## src/rtl/pc_branch_seq.sv

```systemverilog
// pc_branch_seq: program-counter sequencer with a fetch/execute handshake,
// misaligned-target trap redirect and saturating branch statistics.
module pc_branch_seq #(
  parameter logic [31:0] RESET_PC = 32'h0000_0000,
  parameter logic [31:0] TRAP_PC  = 32'h0000_0100,
  parameter int unsigned CNT_W    = 16
) (
  input  logic             CLK,
  input  logic             RST,
  input  logic             IF_ACK,
  input  logic             STALL,
  input  logic             IS_BR,
  input  logic             BR_TAKEN,
  input  logic             IS_JAL,
  input  logic             IS_JALR,
  input  logic [31:0]      IMM,
  input  logic [31:0]      RS1,
  output logic             IF_REQ,
  output logic [31:0]      PC,
  output logic [31:0]      PC_PLUS4,
  output logic             RETIRE,
  output logic             MISALIGN,
  output logic [CNT_W-1:0] BR_CNT,
  output logic [CNT_W-1:0] TAKEN_CNT
);

  typedef enum logic [1:0] {
    S_FETCH,
    S_EXEC,
    S_TRAP
  } state_t;

  localparam logic [CNT_W-1:0] CNT_ONE = {{(CNT_W-1){1'b0}}, 1'b1};

  state_t           r_state;
  logic [31:0]      r_pc;
  logic [CNT_W-1:0] r_br_cnt;
  logic [CNT_W-1:0] r_taken_cnt;
  logic             r_retire;
  logic             r_misalign;

  logic [31:0]      w_target;
  logic             w_misaligned;
  logic             w_br_count;

  // Next-PC selection: JALR beats JAL, which beats a taken branch, else sequential.
  always_comb begin
    w_target = r_pc + 32'd4;
    if (IS_JALR) begin
      w_target = (RS1 + IMM) & ~32'h1;
    end else if (IS_JAL || (IS_BR && BR_TAKEN)) begin
      w_target = r_pc + IMM;
    end
  end

  assign w_misaligned = |w_target[1:0];
  // Jumps take precedence, so a branch flag alongside them is not a branch.
  assign w_br_count   = IS_BR & ~IS_JAL & ~IS_JALR;

  // Sequencer FSM, PC register, statistics counters and pulse outputs.
  always_ff @(posedge CLK) begin
    if (RST) begin
      r_state     <= S_FETCH;
      r_pc        <= RESET_PC;
      r_br_cnt    <= '0;
      r_taken_cnt <= '0;
      r_retire    <= 1'b0;
      r_misalign  <= 1'b0;
    end else begin
      r_retire   <= 1'b0;
      r_misalign <= 1'b0;
      case (r_state)
        S_FETCH: begin
          if (IF_ACK) r_state <= S_EXEC;
        end
        S_EXEC: begin
          if (!STALL) begin
            if (w_br_count) begin
              if (r_br_cnt != '1) r_br_cnt <= r_br_cnt + CNT_ONE;
              if (BR_TAKEN && (r_taken_cnt != '1)) r_taken_cnt <= r_taken_cnt + CNT_ONE;
            end
            if (w_misaligned) begin
              r_state <= S_TRAP;
            end else begin
              r_pc     <= w_target;
              r_retire <= 1'b1;
              r_state  <= S_FETCH;
            end
          end
        end
        S_TRAP: begin
          r_pc       <= TRAP_PC;
          r_misalign <= 1'b1;
          r_state    <= S_FETCH;
        end
        default: r_state <= S_FETCH;
      endcase
    end
  end

  assign IF_REQ    = (r_state == S_FETCH);
  assign PC        = r_pc;
  assign PC_PLUS4  = r_pc + 32'd4;
  assign RETIRE    = r_retire;
  assign MISALIGN  = r_misalign;
  assign BR_CNT    = r_br_cnt;
  assign TAKEN_CNT = r_taken_cnt;

endmodule

```

## config.mk

```make
export PLATFORM = sky130hd
export DESIGN_NAME = pc_branch_seq
export DESIGN_NICKNAME = d
export VERILOG_FILES = /design/src/rtl/pc_branch_seq.sv
export SDC_FILE = /design/constraint.sdc
export NUM_CORES = 1
export LEC_CHECK = 0
export ABC_AREA = 1
export CORE_MARGIN = 10
export CORE_UTILIZATION = 25
export CTS_CLUSTER_DIAMETER = 50
export DETAILED_ROUTE_END_ITERATION = 8
export PLACE_DENSITY = 0.47
export SKIP_LAST_GASP = 1
export SLEW_MARGIN = 25
export SYNTH_ARGS = -nofsm -noshare
export SYNTH_HDL_FRONTEND = slang
export SYNTH_SLANG_ARGS = --single-unit
```

## constraint.sdc

```tcl
create_clock -name CLK -period 2.25 [get_ports CLK]
set_clock_uncertainty 0.2 [all_clocks]
set_input_delay 0.225 -clock CLK [delete_from_list [all_inputs] [get_ports CLK]]
set_output_delay 0.225 -clock CLK [all_outputs]
set_load 0.01 [all_outputs]
```

==> results of run 1 <==
[logic make-up after synthesis]
group           count (synthesis)  share of synthesized area (%)
simple gates                 1039                           47.3
buf+inv                       371                           15.5
compound gates                163                           9.75
flops                          68                           14.6
fa+ha+maj                      66                           9.02
xor+xnor                       40                           3.84
[layout make-up]
type | instances | area share [%]
clock buffer | 11 | 1.52
clock inverter | 5 | 0.235
inverter | 343 | 8.24
multi-input combinational | 1308 | 48.8
sequential | 68 | 8.94
tap | 468 | 3.67
timing repair buffer | 521 | 28.6
[worst paths after layout]
path / startpoint / slack (ps) / cells past startpoint / to
worst max-delay path: PC[0] / -170 / 13 / PC[21]
worst min register to register: TAKEN_CNT[4] / 270 / 2 / TAKEN_CNT[4]
worst min-delay path: RST / 60 / 4 / PC[1]
worst max register to register: PC[0] / -170 / 13 / PC[21]
[power groups by stage]
stage	combinational, mW	clock, mW	sequential [mW]
5_1_grt	2.48	1.47	1.25
2_1_floorplan	0.935	0	1.29
3_3_place_gp	2.00	0	1.28
4_1_cts	2.19	1.42	1.25
3_5_place_dp	2.01	0	1.28
6_report	2.25	1.39	1.25
[metrics by stage]
step	hold slack [ps]	utilization (%)
floorplan	168	-
global placement	251	37.7
detailed placement	263	37.7
CTS	74.5	41.5
global route	99.8	43.5
finish	62.9	43.5
[worst max-delay path, cell delays in order, from the launching register on]
cell and delay [ps]:
dfxtp_4 350, ha_4 120, inv_2 30, fa_2 530, inv_2 40, o31ai_4 230, nand2_2 90, inv_2 80
nand2_4 90, nand2_4 130, clkinv_8 90, buf_12 160, nand2_4 70, a21oi_2 40
[layer usage]
layer / global-route usage (%) / vias to the layer above
li1: - / 6431
met1: 24.5 / 5617
met2: 33.0 / 254
met3: 2.58 / 36
met4: 4.87 / 0
met5: 0 / -
[sequential cells by signal, indices dropped and copies added, names as in the netlist]
name	cells
TAKEN_CNT	16
MISALIGN	1
r_state	2
PC	32
BR_CNT	16
RETIRE	1
[placed cells by master (no fill, tap or decap), types with 10 or more instances in the layout]
| cell type | n |
|---|---|
| xor2_1 | 20 |
| nand2_1 | 575 |
| nand2_2 | 51 |
| nor3_1 | 25 |
| o21ai_0 | 19 |
| buf_4 | 312 |
| dfxtp_2 | 13 |
| a21oi_1 | 76 |
| dfxtp_4 | 13 |
| ha_1 | 39 |
| inv_1 | 314 |
| nor2_4 | 22 |
| clkdlybuf4s50_1 | 135 |
| nor2_2 | 23 |
| inv_2 | 25 |
| buf_12 | 10 |
| xnor2_1 | 11 |
| ha_4 | 25 |
| dfxtp_1 | 42 |
| nand3_2 | 24 |
| buf_6 | 40 |
| nand4_1 | 18 |
| nand3_1 | 118 |
| nor2_1 | 111 |
| a21oi_2 | 24 |
| nand2_4 | 28 |
| o21ai_1 | 11 |
[timing repair]
item / CTS / global route
endpoints found under the setup margin: 56 / 57
gates resized for setup: 303 / 187
cloned: 4 / 0
hold endpoints to repair: 0 / 0
pin swaps: 56 / 81
setup buffers: 26 / 25
hold buffers: 0 / 0
==> run_results.csv, run 1 <==
group,metric,value,unit
run_status,status,"finished, violations left",
run_status,violations,"negative setup slack",
worst_setup_path,start_kind,"flip-flop",
detailed_routing,routedWlPerCell,16.3,um
clocking,tritoncts,"done",
final_layout,fillerInstances,3907,
sta,finalHoldViolCount,0,
detailed_routing,route.met2.wl,21300,um
final_layout,design_area,0.0159,sq mm
final_layout,syn_to_final_growth,71.1,%
clocking,path_clk_slew,60,ps
detailed_routing,topRoutingLayerUsed,"met4",
place,place_congestion,0.918,
yosys,avgSynthCellArea,5.33,sq um
global_routing,grt.total_usage,19.1,%
place,placed_cell_area,0.0138,sq mm
detailed_routing,drtPass1Iterations,5,
sta,relSlewSlack,53.9,%
sta,fin_crit_sh,108,%
clocking,cts-root-buf,"clkbuf_16",
yosys,synth_most_common_cell,"nand2_1",
floorplanning,core,0.0367,sq mm
floorplanning,start_util,25.4,%
yosys,yosys_warnings,0,
power,ir_drop,0.289,mV
yosys,synth-edff-count,0,
clocking,htreeDepth,3,
worst_setup_path,endpoint_kind,"flip-flop",
sta,rsz0062_at_grt,"yes",
sta,layout_min_cycle_time,2420,ps
global_routing,grt_pass1_vias,12100,
sta,max_freq,413,MHz
worst_setup_path,critPathRequiredTime,2250,ps
yosys,synth_top_cell_by_area,"nand2_1",
floorplanning,die_h,213,um
yosys,yosysSeqAreaShare,14.6,%
place,place_ws,-607,ps
detailed_routing,routed-wl-met3,1670,um
power,clkPwrFrac,28.4,%
worst_setup_path,crit_arrival,2430,ps
power,power_density,307,mW/mm^2
yosys,synth_fp_nets,1885,
floorplanning,die-area,0.0454,sq mm
final_layout,multi_input_area,0.00778,sq mm
final_layout,diodes,0,
power,switching_power,1.85,mW
power,power.leakage,8.31,nW
yosys,ys_ff_latch,68,
detailed_routing,drt_iter0_markers,816,
yosys,synthesis.area,0.00932,sq mm
global_routing,grt_max_degree,44,
floorplanning,ioPinCount,171,
place,port_buffers,170,
detailed_routing,finalWirelength,44300,um
sta,fin_ws,-172,ps
global_routing,grt-ovfl-total,0,
yosys,synth_cell_type_count,49,
detailed_routing,vias_per_cell,4.53,
final_layout,seqCellArea,0.00143,sq mm
clocking,cts_buffers,9,
final_layout,layout.cells.non_filler,2724,
job,drv_cap,0,
yosys,synth_common_cells,"649 x nand2_1, 333 x inv_1, 146 x nor2_1, 140 x nand3_1, 98 x a21oi_1",
place,post-place-cells,2661,
detailed_routing,route.detailed.drc,0,
clocking,clock_path_buffers,2,
yosys,synth_cells,1747,
detailed_routing,drt-met1-wl,20400,um
power,pwr-share-seq,25.6,%
final_layout,nNetsFinal,2389,
worst_setup_path,cp_max_fo,7,
global_routing,grt_pass1_wl,67300,um
sta,finalMaxSlewViolations,0,
floorplanning,dieWidth,213,um
global_routing,grt_antenna_before_repair,0,
detailed_routing,ant_nets,0,
worst_setup_path,path_class,"reg2reg",
power,combPwrFrac,46.0,%
sta,worst_pin_slew,692,ps
yosys,synth_top_area_share,26.1,%
power,cell_internal_pwr,3.05,mW
power,power,4.89,mW
floorplanning,rows,70,
detailed_routing,vias,12300,
yosys,async_reset_ff_share,0,%
hold_path,min_path_type,"in2reg",
final_layout,layout-drive-gt1-share,30.5,%
power,p_sw_share,37.7,%
place,detailed_place_hpwl,36300,um
clocking,cts.sinks,68,
yosys,synth-main-ff-cell,"dfxtp_1",
yosys,synthTopCellsByArea,"nand2_1 26%, dfxtp_1 15%, inv_1 13%",
sta,fin_tns_setup,-4610,ps
sta,setup_viol,43,
clocking,clk_latency,350,ps
(Power assumes the default switching activity.)
==> run 2, diff against run 1 <==
- CTS_CLUSTER_SIZE: unset -> 40
==> results of run 2 <==
Same layout as run 1: the final DEF is identical, and so are final timing and power.
==> run 3, diff against run 2 <==
- CORE_MARGIN: 10 -> 2
==> run_results.csv, run 3 (synthesized netlist as in run 1, its figures left out) <==
group,metric,value,unit
run_status,status,"finished, violations left",
run_status,violations,"negative setup slack",
floorplanning,die_h,197,um
floorplanning,start_util,25.4,%
worst_setup_path,path_class,"reg2reg",
floorplanning,rows,70,
clocking,cts_buffers,9,
detailed_routing,drtPass1Iterations,5,
floorplanning,die-area,0.0388,sq mm
worst_setup_path,cp_max_fo,8,
final_layout,diodes,0,
global_routing,grt_antenna_before_repair,0,
final_layout,largest_reg_flops,32,
place,detailed_place_hpwl,34500,um
global_routing,grt-ovfl-total,0,
power,clkPwrFrac,30.6,%
worst_setup_path,path_cells,"ha_4 -> inv_2 -> fa_2 -> inv_2 -> o31ai_2 -> nand2_1 -> inv_2 -> nand2_4 -> buf_6 -> nand2_8 -> buf_12 -> inv_12 -> nand2_2 -> a21oi_1",
detailed_routing,vias,12400,
final_layout,mostFrequentLayoutCell,"nand2_1",
clocking,path_clk_slew,70,ps
floorplanning,ioPinCount,171,
power,p_sw_share,37.2,%
worst_setup_path,start_kind,"flip-flop",
power,combPwrFrac,44.2,%
power,pwr-share-seq,25.2,%
sta,hold_slack,56.0,ps
detailed_routing,ant_nets,0,
job,drv_cap,0,
sta,setup_viol,44,
sta,finalMaxSlewViolations,0,
global_routing,grt_max_degree,44,
clocking,cts_hold_buf,0,
detailed_routing,route.detailed.drc,0,
power,power,4.96,mW
worst_setup_path,path_buf_inv,6,
clocking,htreeDepth,3,
sta,relSlewSlack,56.5,%
final_layout,syn_to_final_growth,67.1,%
clocking,clock_path_buffers,2,
worst_setup_path,critPathTopFamily,"adder cells",
power,cell_internal_pwr,3.11,mW
sta,fin_crit_sh,108,%
worst_setup_path,crit_path_frequent_cell,"inv_2",
worst_setup_path,endpoint_kind,"flip-flop",
final_layout,layout_common_cells,"585 x nand2_1, 316 x inv_1, 315 x buf_4",
global_routing,grt.total_usage,21.8,%
place,placed_cell_area,0.0137,sq mm
power,ir_drop,0.395,mV
global_routing,grt_pass1_vias,11900,
sta,max_freq,410,MHz
floorplanning,dieWidth,197,um
clocking,cts-root-buf,"clkbuf_16",
worst_setup_path,slowest_delay,520,ps
final_layout,nNetsFinal,2378,
final_layout,design_area,0.0156,sq mm
detailed_routing,vias_per_cell,4.55,
sta,rsz0062_at_grt,"yes",
sta,finalHoldViolCount,0,
clocking,tritoncts,"done",
detailed_routing,drt_iter0_markers,574,
final_layout,layout-drive-gt1-share,29.0,%
clocking,cts.sinks,68,
floorplanning,core,0.0367,sq mm
worst_setup_path,critPathRequiredTime,2250,ps
power,switching_power,1.84,mW
hold_path,min_path_type,"in2reg",
clocking,clk_latency,350,ps
power,power_density,318,mW/mm^2
sta,fin_ws,-191,ps
sta,worst_pin_slew,653,ps
place,place_congestion,0.898,
worst_setup_path,cp_slowest_cell,"fa_2",
global_routing,grt_pass1_wl,65300,um
place,place_ws,-603,ps
detailed_routing,routedWlPerCell,15.6,um
worst_setup_path,crit_arrival,2440,ps
power,power.leakage,8.08,nW
sta,layout_min_cycle_time,2440,ps
place,port_buffers,170,
detailed_routing,finalWirelength,42300,um
## run 3: cell types whose count changed in the layout (fill, tap and decap cells not counted), sizes merged
cell           previous run  this run
clkinvlp                  2         1
buf                     373       362
bufinv                    0         1
dlygate4sd2               8        16
clkbuf                   13        11
clkdlybuf4s50           135       126
clkinv                    5         4
inv                     341       345
## run 3: per-layer routing
metal  wire [um]  global-route usage (%)
met1       19600                    28.6
met3        1800                    2.37
met5           0                       0
met2       19900                    38.0
met4        1050                    5.49
## run 3: worst register-to-register path: stages, from the launching register on
cell,delay (ps)
dfxtp_4,360
ha_4,120
inv_2,30
fa_2,520
inv_2,30
o31ai_2,220
nand2_1,110
inv_2,90
nand2_4,70
buf_6,140
nand2_8,100
buf_12,130
inv_12,40
nand2_2,70
a21oi_1,60
## run 3: timing repair
action | CTS | global route
setup buffers | 31 | 19
endpoints found under the setup margin | 58 | 59
cloned | 3 | 0
gates resized for setup | 293 | 141
pin swaps | 52 | 58
## run 3: through the flow
stage / cells / setup TNS [ps] / util, %
2_1_floorplan: 1747 / -19.2 / -
3_3_place_gp: 2647 / -19010 / 37.3
3_5_place_dp: 2647 / -20070 / 37.3
4_1_cts: 2695 / -3080 / 40.8
5_1_grt: 2713 / -9230 / 42.4
6_report: 2713 / -4600 / 42.4
## run 3: path summary, 6_finish.rpt
path                startpoint      endpoint  slack (ps)  cells after the start
setup / recovery         PC[0]        PC[29]        -190                     14
hold / removal             RST    r_state[1]          60                      4
setup reg to reg         PC[0]        PC[29]        -190                     14
hold reg to reg   TAKEN_CNT[4]  TAKEN_CNT[4]         280                      2
## run 3: power by group through the flow
stage	Sequential [mW]	Combinational, mW	Clock, mW
floorplan	1.29	0.935	0
global placement	1.28	1.97	0
detailed placement	1.28	1.98	0
CTS	1.25	2.13	1.54
global route	1.25	2.42	1.59
finish	1.25	2.19	1.51
## run 3: cell type report
cell class              count  area, sq um
fillers                  3949        21100
multi-input cells        1308         7580
repair buffers            508         4340
flip-flops and latches     68         1430
inverters                 343         1310
well taps                 468          586
clock buffers              10          229
clock inverters             6         72.6
repair inverters            2         27.5
